**src/rtl/memory_types_pkg.sv**
```systemverilog
// rtl/memory_types_pkg.sv - shared memory packet and arbiter state types
package memory_types_pkg;

   typedef enum logic [1:0] {
      MEM_READ  = 2'd0,
      MEM_WRITE = 2'd1
   } mem_type_t;

   typedef struct packed {
      mem_type_t   mtype;
      logic [31:0] addr;
      logic [3:0]  len;
      logic [31:0] data;
   } mem_pkt_t;

   typedef enum logic [1:0] {
      ARB_IDLE,
      ARB_WAIT,
      ARB_RESP
   } arb_state_t;

   // Request-shadow image of an issued packet: command fields kept, payload cleared
   function automatic mem_pkt_t strip_data(input mem_pkt_t p);
      mem_pkt_t r;
      r      = p;
      r.data = '0;
      return r;
   endfunction

endpackage

```
**src/rtl/rr_arbiter.sv**
```systemverilog
// rtl/rr_arbiter.sv - combinational round-robin / fixed-priority picker
module rr_arbiter #(
   parameter int N  = 2,
   parameter int IW = (N > 1) ? $clog2(N) : 1
) (
   input  logic [N-1:0]  req,
   input  logic [IW-1:0] ptr,
   input  logic          rr_en,
   output logic [N-1:0]  grant_oh,
   output logic [IW-1:0] grant_idx,
   output logic          any
);

   logic [IW:0] base;
   logic [IW:0] pos;

   // Scan from the highest offset down so the first requester at/after base wins
   always_comb begin
      grant_idx = '0;
      grant_oh  = '0;
      any       = 1'b0;
      base      = rr_en ? {1'b0, ptr} : '0;
      pos       = '0;
      for (int i = N - 1; i >= 0; i--) begin
         pos = base + (IW + 1)'(i);
         if (pos >= (IW + 1)'(N)) begin
            pos = pos - (IW + 1)'(N);
         end
         if (req[pos[IW-1:0]]) begin
            grant_idx = pos[IW-1:0];
            any       = 1'b1;
         end
      end
      if (any) begin
         grant_oh[grant_idx] = 1'b1;
      end
   end

endmodule

```
**src/rtl/mem_arbiter.sv**
```systemverilog
// rtl/mem_arbiter.sv - shares one memory port between requesters, one transaction in flight
module mem_arbiter
   import memory_types_pkg::*;
#(
   parameter int NUM_REQ = 2,
   parameter int RR_EN   = 1,
   parameter int TIMEOUT = 16
) (
   input  logic               clk,
   input  logic               rst_n,
   input  logic [NUM_REQ-1:0] req_vld,
   output logic [NUM_REQ-1:0] req_rdy,
   input  mem_pkt_t           req_pkt [NUM_REQ],
   output logic [NUM_REQ-1:0] rsp_vld,
   input  logic [NUM_REQ-1:0] rsp_rdy,
   output mem_pkt_t           rsp_pkt,
   output logic               rsp_err,
   output logic               mem_req_vld,
   input  logic               mem_req_rdy,
   output mem_pkt_t           mem_req_pkt,
   input  logic               mem_rsp_vld,
   output logic               mem_rsp_rdy,
   input  mem_pkt_t           mem_rsp_pkt,
   output logic               err_spur
);

   localparam int IW = (NUM_REQ > 1) ? $clog2(NUM_REQ) : 1;
   localparam int CW = (TIMEOUT > 1) ? $clog2(TIMEOUT) : 1;

   arb_state_t         state_q, state_d;
   logic [IW-1:0]      rr_ptr_q, rr_ptr_d;
   logic [IW-1:0]      owner_q, owner_d;
   logic [CW-1:0]      wait_cnt_q, wait_cnt_d;
   logic [NUM_REQ-1:0] rsp_vld_q, rsp_vld_d;
   logic               rsp_err_q, rsp_err_d;
   mem_pkt_t           rsp_pkt_q, rsp_pkt_d;
   mem_pkt_t           shadow_q, shadow_d;
   logic               err_spur_q, err_spur_d;

   logic [NUM_REQ-1:0] grant_oh;
   logic [IW-1:0]      grant_idx;
   logic               grant_any;
   logic               issue;

   rr_arbiter #(
      .N  (NUM_REQ),
      .IW (IW)
   ) u_pick (
      .req       (req_vld),
      .ptr       (rr_ptr_q),
      .rr_en     (RR_EN != 0),
      .grant_oh  (grant_oh),
      .grant_idx (grant_idx),
      .any       (grant_any)
   );

   // Request path toward memory; only live in IDLE and never while reset is held
   always_comb begin
      mem_req_vld = 1'b0;
      req_rdy     = '0;
      mem_req_pkt = req_pkt[grant_idx];
      if (rst_n && state_q == ARB_IDLE) begin
         mem_req_vld = grant_any;
         req_rdy     = grant_oh & {NUM_REQ{mem_req_rdy}};
      end
      issue = mem_req_vld & mem_req_rdy;
   end

   // Transaction FSM next-state: issue, wait with timeout, hold response until owner acks
   always_comb begin
      state_d    = state_q;
      rr_ptr_d   = rr_ptr_q;
      owner_d    = owner_q;
      wait_cnt_d = wait_cnt_q;
      rsp_vld_d  = rsp_vld_q;
      rsp_err_d  = rsp_err_q;
      rsp_pkt_d  = rsp_pkt_q;
      shadow_d   = shadow_q;
      err_spur_d = err_spur_q | (mem_rsp_vld & (state_q != ARB_WAIT));
      case (state_q)
         ARB_IDLE: begin
            if (issue) begin
               owner_d    = grant_idx;
               wait_cnt_d = '0;
               shadow_d   = strip_data(req_pkt[grant_idx]);
               state_d    = ARB_WAIT;
               if (RR_EN != 0) begin
                  rr_ptr_d = (grant_idx == IW'(NUM_REQ - 1)) ? '0 : grant_idx + IW'(1);
               end
            end
         end
         ARB_WAIT: begin
            if (mem_rsp_vld) begin
               rsp_pkt_d          = mem_rsp_pkt;
               rsp_err_d          = 1'b0;
               rsp_vld_d          = '0;
               rsp_vld_d[owner_q] = 1'b1;
               state_d            = ARB_RESP;
            end else if (wait_cnt_q == CW'(TIMEOUT - 1)) begin
               rsp_pkt_d          = shadow_q;
               rsp_err_d          = 1'b1;
               rsp_vld_d          = '0;
               rsp_vld_d[owner_q] = 1'b1;
               state_d            = ARB_RESP;
            end else begin
               wait_cnt_d = wait_cnt_q + CW'(1);
            end
         end
         ARB_RESP: begin
            if (rsp_rdy[owner_q]) begin
               rsp_vld_d = '0;
               state_d   = ARB_IDLE;
            end
         end
         default: begin
            state_d = ARB_IDLE;
         end
      endcase
   end

   // State registers with synchronous active-low reset
   always_ff @(posedge clk) begin
      if (!rst_n) begin
         state_q    <= ARB_IDLE;
         rr_ptr_q   <= '0;
         owner_q    <= '0;
         wait_cnt_q <= '0;
         rsp_vld_q  <= '0;
         rsp_err_q  <= 1'b0;
         rsp_pkt_q  <= '0;
         shadow_q   <= '0;
         err_spur_q <= 1'b0;
      end else begin
         state_q    <= state_d;
         rr_ptr_q   <= rr_ptr_d;
         owner_q    <= owner_d;
         wait_cnt_q <= wait_cnt_d;
         rsp_vld_q  <= rsp_vld_d;
         rsp_err_q  <= rsp_err_d;
         rsp_pkt_q  <= rsp_pkt_d;
         shadow_q   <= shadow_d;
         err_spur_q <= err_spur_d;
      end
   end

   assign rsp_vld     = rsp_vld_q;
   assign rsp_err     = rsp_err_q;
   assign rsp_pkt     = rsp_pkt_q;
   assign err_spur    = err_spur_q;
   assign mem_rsp_rdy = (state_q == ARB_WAIT);

endmodule

```
**config.mk**
```make
export PLATFORM = sky130hd
export DESIGN_NAME = mem_arbiter
export DESIGN_NICKNAME = d
export VERILOG_FILES = /design/src/rtl/memory_types_pkg.sv /design/src/rtl/rr_arbiter.sv /design/src/rtl/mem_arbiter.sv
export SDC_FILE = /design/constraint.sdc
export NUM_CORES = 1
export LEC_CHECK = 0
export CORE_AREA = 2 2 141 143
export CTS_CLUSTER_DIAMETER = 200
export CTS_CLUSTER_SIZE = 10
export DETAILED_ROUTE_END_ITERATION = 12
export DIE_AREA = 0 0 143 145
export PLACE_DENSITY_LB_ADDON = 0.15
export SLEW_MARGIN = 10
export SYNTH_ARGS = -nofsm -noshare
export SYNTH_HDL_FRONTEND = slang
export SYNTH_SLANG_ARGS = --single-unit
```
**constraint.sdc**
```tcl
create_clock -name clk -period 2.5 [get_ports clk]
set_input_delay 0.75 -clock clk [delete_from_list [all_inputs] [get_ports clk]]
set_output_delay 0.75 -clock clk [all_outputs]
set_load 0.03 [all_outputs]
```
==> tab_implementation.tex, run 1 <==
\begin{tabular}{lr}
\hline
Metric & Value \\
\hline
\multicolumn{2}{l}{\textbf{Run status}} \\
\quad Status & finished with violations \\
\quad Violated checks & negative setup slack \\
\multicolumn{2}{l}{\textbf{Synthesis}} \\
\quad Post-synth top cells & sky130\_fd\_sc\_hd\_\_dfxtp\_1, sky130\_fd\_sc\_hd\_\_a21oi\_1, sky130\_fd\_sc\_hd\_\_nand2\_1 \\
\quad Number of enable-type register cells in the synthesized netlist & 0 \\
\quad Post-synth top area share & 0.401 \\
\quad Synthesis warning total & 0 \\
\quad Post-Syn Instances & 690 \\
\quad Count of unique library cells instantiated by Yosys & 44 \\
\quad Total of flip-flops plus latches after synthesis & 120 \\
\quad Cell accounting for the most synthesized area & sky130\_fd\_sc\_hd\_\_dfxtp\_1 \\
\quad Mean post-synth cell area & 8.68 um\^{}2 \\
\quad Syn Nets & a little over 900 \\
\quad Sequential-to-total area share from yosys stat & 0.401 \\
\quad Post-synth top flop & sky130\_fd\_sc\_hd\_\_dfxtp\_1 \\
\quad Cell with the most instances after synthesis & sky130\_fd\_sc\_hd\_\_dfxtp\_1 \\
\quad Fraction of registers with async set or reset after synthesis & 0 \\
\quad Post-synthesis instance area & around 6000 um\^{}2 \\
\quad Dominant cells by area after synthesis & sky130\_fd\_sc\_hd\_\_dfxtp\_1, sky130\_fd\_sc\_hd\_\_a21oi\_1, sky130\_fd\_sc\_hd\_\_mux2i\_1 \\
\multicolumn{2}{l}{\textbf{Global routing}} \\
\quad Antenna violations before repair & 4 \\
\quad Global-route usage over all layers & 0.249 \\
\quad Vias in the first global route & 6917 \\
\quad Maximum number of pins on one net before global-route repair & 79 \\
\quad Total gr overflow & 0 \\
\quad Wire length of the first global-routing pass & 39900 um \\
\multicolumn{2}{l}{\textbf{Clocking}} \\
\quad Clock latency reported for the late side of the worst-skew pair & 420 ps \\
\quad Deepest level of the CTS H-tree & 4 \\
\quad Clock transition at the registers of the reported paths & approximately 60 ps \\
\quad TritonCTS buffer count & 17 \\
\quad Clock Tree Buf Depth & 2 \\
\quad Clock sink count & 120 \\
\quad Clock Tree Root & sky130\_fd\_sc\_hd\_\_clkbuf\_16 \\
\quad TritonCTS clock tree & done \\
\multicolumn{2}{l}{\textbf{Timing}} \\
\quad Final setup violating endpoints & 71 \\
\quad Slew at the pin closest to its max-slew limit & approximately 1100 ps \\
\quad Fin crit share & 1.10 \\
\quad Count of pins over their slew limit & 0 \\
\quad Clock skew & 5.62 ps \\
\quad Maximum clock frequency & 0.365 GHz \\
\quad Post-layout minimum cycle time & 2740 ps \\
\quad Hold Fails Final Rpt & 0 \\
\quad Final setup margin & -239 ps \\
\quad WHS & 469 ps \\
\quad Remaining max-slew budget at the tightest pin & 0.289 \\
\quad Setup TNS & -8410 ps \\
\quad Unrepaired setup endpoints after global routing & yes \\
\multicolumn{2}{l}{\textbf{Final layout}} \\
\quad Post-route non-filler standard cell count & 1388 \\
\quad Layout cells sized above 1 & 0.268 \\
\quad Syn-to-layout area delta & 95.3\% \\
\quad Count of nets after finishing & 1327 \\
\quad Fill cell count & 1682 \\
\multicolumn{2}{l}{\textbf{Setup path}} \\
\quad Slowest stage cell, crit path & sky130\_fd\_sc\_hd\_\_mux2\_4 \\
\quad Launching element of the worst setup path & req\_vld[0] \\
\quad Crit path max-delay family & buffers and inverters \\
\quad Critical path launch point type & primary input \\
\quad Cell repeated most along the worst path & sky130\_fd\_sc\_hd\_\_buf\_6 \\
\quad CP Data Arrival Time & 1990 ps \\
\quad Critical Path Sink Type & output pin \\
\quad Cell-by-cell trace of the critical path & buf\_6, and2b\_4, nand2b\_4, buf\_12, buf\_16, buf\_6, mux2\_4, buf\_6 \\
\quad Buffers and inverters on the worst path & 5 \\
\quad Kind of critical path & primary input to output pin \\
\quad Maximum fanout encountered on the critical timing path & 6 \\
\quad Peak per-stage delay on the critical path & 300 ps \\
\quad Crit Reg-Reg Startpoint & state\_q[0] \\
\quad Required time at the endpoint of the critical path & between 1500 and 2000 ps \\
\multicolumn{2}{l}{\textbf{Route}} \\
\quad Final routed DRC violation total & 0 \\
\quad Post-route ant nets & 0 \\
\quad Overall routed net length & 26800 um \\
\quad Routed vias/inst & 5.02 \\
\quad Drt initial violations & between 200 and 300 \\
\quad Vias post-DR & 6968 \\
\quad Detailed-router iteration count before antenna repair & 6 \\
\quad WL/cell & 19.3 um \\
\multicolumn{2}{l}{\textbf{Power and ir drop}} \\
\quad Switching share of power & 0.277 \\
\quad Worst VDD drop & about 0.00043 V \\
\quad Power consumption & approximately 0.0066 W \\
\quad Proportion of power drawn by flip-flops and latches & 0.310 \\
\quad Total power divided by cell area & roughly 560 nW/um\^{}2 \\
\quad Net switching component of the power & approximately 0.0018 W \\
\quad Internal Pwr Total & 0.00476 W \\
\quad Leakage power total & between 4 and 5 nW \\
\quad Fraction of power consumed by combinational cells & 0.274 \\
\quad Clock power share & 0.416 \\
\multicolumn{2}{l}{\textbf{Die}} \\
\quad Io pins & 366 \\
\quad Row count & 51 \\
\quad Area enclosed by the die boundary & 20700 um\^{}2 \\
\quad Die Width & 143 um \\
\quad Starting Density & 0.312 \\
\quad Placeable Area & 19200 um\^{}2 \\
\quad Die height & 145 um \\
\multicolumn{2}{l}{\textbf{Hold path}} \\
\quad Startpoint of the worst hold path & err\_spur \\
\quad Worst Hold Class & register to register \\
\multicolumn{2}{l}{\textbf{Placed design}} \\
\quad Post-Place Cells & around 1300 \\
\quad GP Congestion & 0.849 \\
\quad Sum of net half-perimeters after detailed placement & 17300 um \\
\quad I/O Buffers & 365 \\
\quad Post-placement worst setup slack & -961 ps \\
\multicolumn{2}{l}{\textbf{Flow run}} \\
\quad Max\_cap viols & 0 \\
\hline
\end{tabular}
[power groups by stage]
stage / clock, W / combinational [W] / sequential [W]
after floorplan: 0 / 0.000682 / 0.00215
after global placement: 0 / 0.00158 / 0.00208
after detailed placement: 0 / 0.00158 / 0.00208
after CTS: 0.00278 / 0.00177 / 0.00204
after global routing: 0.00287 / 0.00190 / 0.00205
final: 0.00274 / 0.00180 / 0.00204
[routing by layer]
metal,GRT usage,up-vias,wire (um)
met1,0.285,3254,10700
li1,-,3425,-
met4,0.0827,0,529
met2,0.438,258,13700
met3,0.0719,31,1860
met5,0,-,0
[cells in the final DEF (no fill, tap or decap), types with 3 or more instances in the layout]
cell type and instances:
sky130_fd_sc_hd__mux2_2 29, sky130_fd_sc_hd__nor2_4 3, sky130_fd_sc_hd__a311oi_1 39, sky130_fd_sc_hd__nand3_1 3, sky130_fd_sc_hd__o21ai_2 27, sky130_fd_sc_hd__clkinv_2 3
sky130_fd_sc_hd__nand3b_1 40, sky130_fd_sc_hd__nand2_1 70, sky130_fd_sc_hd__clkdlybuf4s50_1 286, sky130_fd_sc_hd__mux2_4 3, sky130_fd_sc_hd__o221ai_1 5, sky130_fd_sc_hd__buf_4 108
sky130_fd_sc_hd__o21ai_1 9, sky130_fd_sc_hd__bufbuf_16 4, sky130_fd_sc_hd__bufinv_16 5, sky130_fd_sc_hd__a211oi_1 38, sky130_fd_sc_hd__mux2i_1 39, sky130_fd_sc_hd__buf_16 4
sky130_fd_sc_hd__dfxtp_1 119, sky130_fd_sc_hd__a21oi_1 117, sky130_fd_sc_hd__o21ai_0 33, sky130_fd_sc_hd__buf_6 53, sky130_fd_sc_hd__buf_12 15, sky130_fd_sc_hd__clkbuf_16 18
[registers in the layout, summed over array words and instances (netlist names)]
name / cells
owner_q: 1
rsp_err: 1
rsp_vld: 2
rr_ptr_q: 1
wait_cnt_q: 4
state_q: 2
rsp_pkt: 70
shadow_q: 38
err_spur: 1
[through the flow]
step | instance area (um^2) | util
final | 11700 | 0.609
after global routing | 11700 | 0.609
after CTS | 11600 | 0.602
after detailed placement | 10300 | 0.536
after global placement | 10300 | 0.536
after floorplan | 6000 | -
[final timing paths]
kind                endpoint  slack (ps)  depth (start not counted)
max          mem_req_pkt[10]        -240                          8
min                 err_spur         470                          2
max reg2reg      rsp_pkt[49]         490                          4
min reg2reg         err_spur         470                          2
[tightest hold or removal path: stages (launching register included)]
cell and delay, ps:
sky130_fd_sc_hd__dfxtp_1 330, sky130_fd_sc_hd__a21oi_1 40, sky130_fd_sc_hd__nor2_1 70
[what timing repair did]
| action | in CTS | in global routing |
|---|---|---|
| setup buffers | 12 | 4 |
| pin swaps | 0 | 0 |
| hold buffers | 0 | 0 |
| endpoints found under the setup margin | 73 | 74 |
| cloned | 8 | 2 |
| resized for setup | 271 | 32 |
[area by class of cell]
cell class / count / area (um^2) / area share
sequential: 120 / 2400 / 0.205
inverter: 4 / 17.5 / 0.00150
tap: 265 / 332 / 0.0283
timing repair buffer: 478 / 4900 / 0.419
multi-input combinational: 487 / 3380 / 0.289
clock buffer: 20 / 457 / 0.0390
clock inverter: 12 / 198 / 0.0169
antenna: 2 / 5.00 / 0.000428
[kinds of logic (layout without fill, tap and decap cells)]
| family | after synthesis | in the layout | synth area share |
|---|---|---|---|
| buffers and inverters | 83 | 514 | 0.0679 |
| other | 0 | 2 | 0 |
| adder cells (fa/ha/maj) | 1 | 1 | 0.00209 |
| multiplexers | 71 | 71 | 0.125 |
| AO/OA/AOI/OAI | 277 | 277 | 0.279 |
| flip-flops | 120 | 120 | 0.401 |
| AND/OR/NAND/NOR | 138 | 138 | 0.124 |
No activity file was read; power rests on OpenSTA's default activity.
==> run 2, diff against run 1 <==
Settings changed: CTS_BUF_LIST from default to sky130_fd_sc_hd__clkbuf_16, CTS_CLUSTER_DIAMETER 200 to default, PLACE_DENSITY from default to 0.69, PLACE_DENSITY_LB_ADDON 0.15 to default.
==> run 2 against run 1 <==
  * Non-clock buffer count fell by 5
  * The flow still finishes with violations (negative setup slack)
  * Largest cell class unchanged
  * Routed wire length down 4.1%
  * Critical endpoint is now mem_req_pkt[9]
  * Flip-flop and latch count unchanged
==> tab_implementation.tex, run 2 (synthesis results as in run 1) <==
\begin{tabular}{lr}
\hline
Metric & Value \\
\hline
\multicolumn{2}{l}{\textbf{Route}} \\
\quad Vias post-DR & 6968 (unchanged) \\
\quad Overall routed net length & 25700 um (-4.1\%) \\
\quad Detailed-router iteration count before antenna repair & 4 (-2) \\
\quad WL/cell & 18.6 um (-3.9\%) \\
\quad Drt initial violations & 319 (+8.1\%) \\
\quad Post-route ant nets & 0 (unchanged) \\
\quad Routed vias/inst & 5.03 (+0.29\%) \\
\quad Final routed DRC violation total & 0 (unchanged) \\
\multicolumn{2}{l}{\textbf{Final layout}} \\
\quad Layout cells sized above 1 & 0.239 (-0.0284) \\
\quad Area of the multi-input gates & 3350 um\^{}2 (-1.1\%) \\
\quad Flip-flop count of the largest register after layout & 70 (unchanged) \\
\quad Syn-to-layout area delta & 89.6\% \\
\quad Most common cell after layout, fill and taps aside & sky130\_fd\_sc\_hd\_\_clkdlybuf4s50\_1 \\
\quad Most frequent cells in the layout & sky130\_fd\_sc\_hd\_\_clkdlybuf4s50\_1, sky130\_fd\_sc\_hd\_\_buf\_4, sky130\_fd\_sc\_hd\_\_dfxtp\_1 \\
\quad Count of nets after finishing & 1322 (-0.38\%) \\
\quad Fill cell count & 1686 (+0.24\%) \\
\quad Flip-flop and latch area & 2400 um\^{}2 (unchanged) \\
\multicolumn{2}{l}{\textbf{Setup path}} \\
\quad Critical Path Sink Type & output pin \\
\quad Worst reg-to-reg path cell count & 5 (+1) \\
\quad Kind of critical path & primary input to output pin \\
\quad Critical path launch point type & primary input \\
\quad CP Data Arrival Time & 1950 ps (-40 ps) \\
\quad Required time at the endpoint of the critical path & 1750 ps (about the same) \\
\quad FF-to-FF setup slack & 490 ps (about the same) \\
\quad Launching element of the worst setup path & req\_vld[0] \\
\quad Crit Reg-Reg Startpoint & wait\_cnt\_q[0] \\
\quad Maximum fanout encountered on the critical timing path & 8 (+2) \\
\quad Endpoint of the most critical register-to-register path & rsp\_pkt[46] \\
\multicolumn{2}{l}{\textbf{Global routing}} \\
\quad Global-route usage over all layers & 0.241 (-0.00790) \\
\quad Vias in the first global route & 6898 (-0.27\%) \\
\quad Antenna violations before repair & 3 (-1) \\
\quad Total gr overflow & 0 (unchanged) \\
\quad Wire length of the first global-routing pass & 38900 um (-2.4\%) \\
\quad Maximum number of pins on one net before global-route repair & 120 (+52\%) \\
\multicolumn{2}{l}{\textbf{Die}} \\
\quad Row count & 51 (unchanged) \\
\quad Io pins & 366 (unchanged) \\
\quad Die Width & 143 um (unchanged) \\
\quad Starting Density & 0.312 (unchanged) \\
\quad Area enclosed by the die boundary & 20700 um\^{}2 (unchanged) \\
\quad Placeable Area & 19200 um\^{}2 (unchanged) \\
\quad Die height & 145 um (unchanged) \\
\multicolumn{2}{l}{\textbf{Timing}} \\
\quad WHS & 453 ps (-16.1 ps) \\
\quad Hold Fails Final Rpt & 0 (unchanged) \\
\quad Slew at the pin closest to its max-slew limit & 1020 ps (-43.2 ps) \\
\quad Final setup margin & -205 ps (+33.6 ps) \\
\quad Clock skew & 7.31 ps (+1.68 ps) \\
\quad Fin crit share & 1.08 (-0.0134) \\
\quad Maximum clock frequency & 0.370 GHz (+1.2\%) \\
\quad Post-layout minimum cycle time & 2700 ps (-33.6 ps) \\
\quad Final setup violating endpoints & 71 (unchanged) \\
\quad Unrepaired setup endpoints after global routing & yes \\
\quad Count of pins over their slew limit & 0 (unchanged) \\
\quad Remaining max-slew budget at the tightest pin & 0.318 (+0.0288) \\
\multicolumn{2}{l}{\textbf{Placed design}} \\
\quad GP Congestion & 0.807 (-4.9\%) \\
\quad I/O Buffers & 365 (unchanged) \\
\quad Sum of net half-perimeters after detailed placement & 17400 um (+0.31\%) \\
\quad Post-placement worst setup slack & -958 ps (+3.14 ps) \\
\multicolumn{2}{l}{\textbf{Clocking}} \\
\quad Clock sink count & 120 (unchanged) \\
\quad TritonCTS buffer count & 17 (unchanged) \\
\quad Hold buffers post-CTS & 0 (unchanged) \\
\quad Clock transition at the registers of the reported paths & 50 ps (about the same) \\
\quad Clock latency reported for the late side of the worst-skew pair & 420 ps (about the same) \\
\quad TritonCTS clock tree & done \\
\quad Deepest level of the CTS H-tree & 4 (unchanged) \\
\quad Clock Tree Buf Depth & 2 (unchanged) \\
\quad Clock Tree Root & sky130\_fd\_sc\_hd\_\_clkbuf\_16 \\
\multicolumn{2}{l}{\textbf{Hold path}} \\
\quad Worst Hold Class & register to register \\
\quad Number of cells on the worst hold path & 1 (-1) \\
\quad Hold Path Sink & rr\_ptr\_q \\
\quad Startpoint of the worst hold path & rr\_ptr\_q \\
\multicolumn{2}{l}{\textbf{Run status}} \\
\quad Violated checks & negative setup slack \\
\quad Status & finished with violations \\
\multicolumn{2}{l}{\textbf{Power and ir drop}} \\
\quad Worst VDD drop & 0.000353 V (-19\%) \\
\quad Power consumption & 0.00605 W (-8.1\%) \\
\quad Leakage power total & 4.42 nW (-1.8\%) \\
\quad Total power divided by cell area & 533 nW/um\^{}2 (-5.3\%) \\
\multicolumn{2}{l}{\textbf{Flow run}} \\
\quad Max\_cap viols & 0 (unchanged) \\
\hline
\end{tabular}
[run 2: changes by cell type in the layout (fill, tap and decap cells not counted), moves of 5 or more]
cell | before | now
sky130_fd_sc_hd__buf_6 | 53 | 35
sky130_fd_sc_hd__mux2_4 | 3 | 27
sky130_fd_sc_hd__o21ai_2 | 27 | 3
sky130_fd_sc_hd__mux2_2 | 29 | 5
sky130_fd_sc_hd__o21ai_0 | 33 | 54
sky130_fd_sc_hd__o21ai_1 | 9 | 14
sky130_fd_sc_hd__buf_4 | 108 | 127
[run 2: area by class of cell]
cell class,instances,share of cell area
timing repair buffer,473,0.414
multi-input combinational,487,0.295
sequential,120,0.212
clock buffer,17,0.0375
tap,265,0.0292
clock inverter,15,0.0112
inverter,4,0.00154
antenna,3,0.000661
[run 2: power by group]
| group | leakage, nW | switching (W) | total, W | internal (W) |
|---|---|---|---|---|
| Clock | 0.253 | 0.000931 | 0.00229 | 0.00136 |
| Combinational | 3.19 | 0.000816 | 0.00172 | 0.000902 |
| Sequential | 0.977 | 0.0000426 | 0.00204 | 0.00200 |
[run 2: what timing repair did]
action / in CTS / in global routing
endpoints found under the setup margin: 73 / 72
gates cloned: 4 / 1
setup buffers: 4 / 4
gates resized for setup: 253 / 17
[run 2: per-stage QoR]
stage / utilization / instances / setup TNS (ps) / cell area, um^2
2_1_floorplan: - / 690 / 0 / 6000
3_3_place_gp: 0.538 / 1337 / -57440 / 10300
3_5_place_dp: 0.538 / 1337 / -59340 / 10300
4_1_cts: 0.586 / 1377 / -8330 / 11300
5_1_grt: 0.591 / 1384 / -11300 / 11400
6_report: 0.591 / 1384 / -7540 / 11400
[run 2: worst max-delay path by stage]
stage,end,slack [ps],depth (start not counted)
6_report,mem_req_pkt[9],-200,7
5_1_grt,mem_req_pkt[52],-230,7
4_1_cts,mem_req_pkt[4],-200,7
3_5_place_dp,mem_req_pkt[28],-960,6
3_3_place_gp,mem_req_pkt[10],-920,6
2_1_floorplan,mem_req_pkt[23],5,5
[run 2: metal layers]
layer	vias to the layer above	GRT usage	part of all wire
met2	262	0.430	0.52
li1	3409	-	-
met4	0	0.0856	0.022
met5	-	0	0
met1	3270	0.272	0.39
met3	27	0.0650	0.067
[run 2: worst max-delay path, stage by stage]
cell and delay, ps:
sky130_fd_sc_hd__buf_6 90, sky130_fd_sc_hd__and2b_4 160, sky130_fd_sc_hd__nand2b_4 190, sky130_fd_sc_hd__buf_16 160, sky130_fd_sc_hd__buf_8 130, sky130_fd_sc_hd__mux2_4 320
sky130_fd_sc_hd__buf_6 140
==> run 3, diff against run 2 <==
Settings changed: CTS_CLUSTER_SIZE 10 to 24, SLEW_MARGIN 10 to 20.
==> results of run 3 <==
Final layout, timing and power as in run 2 (identical DEF).
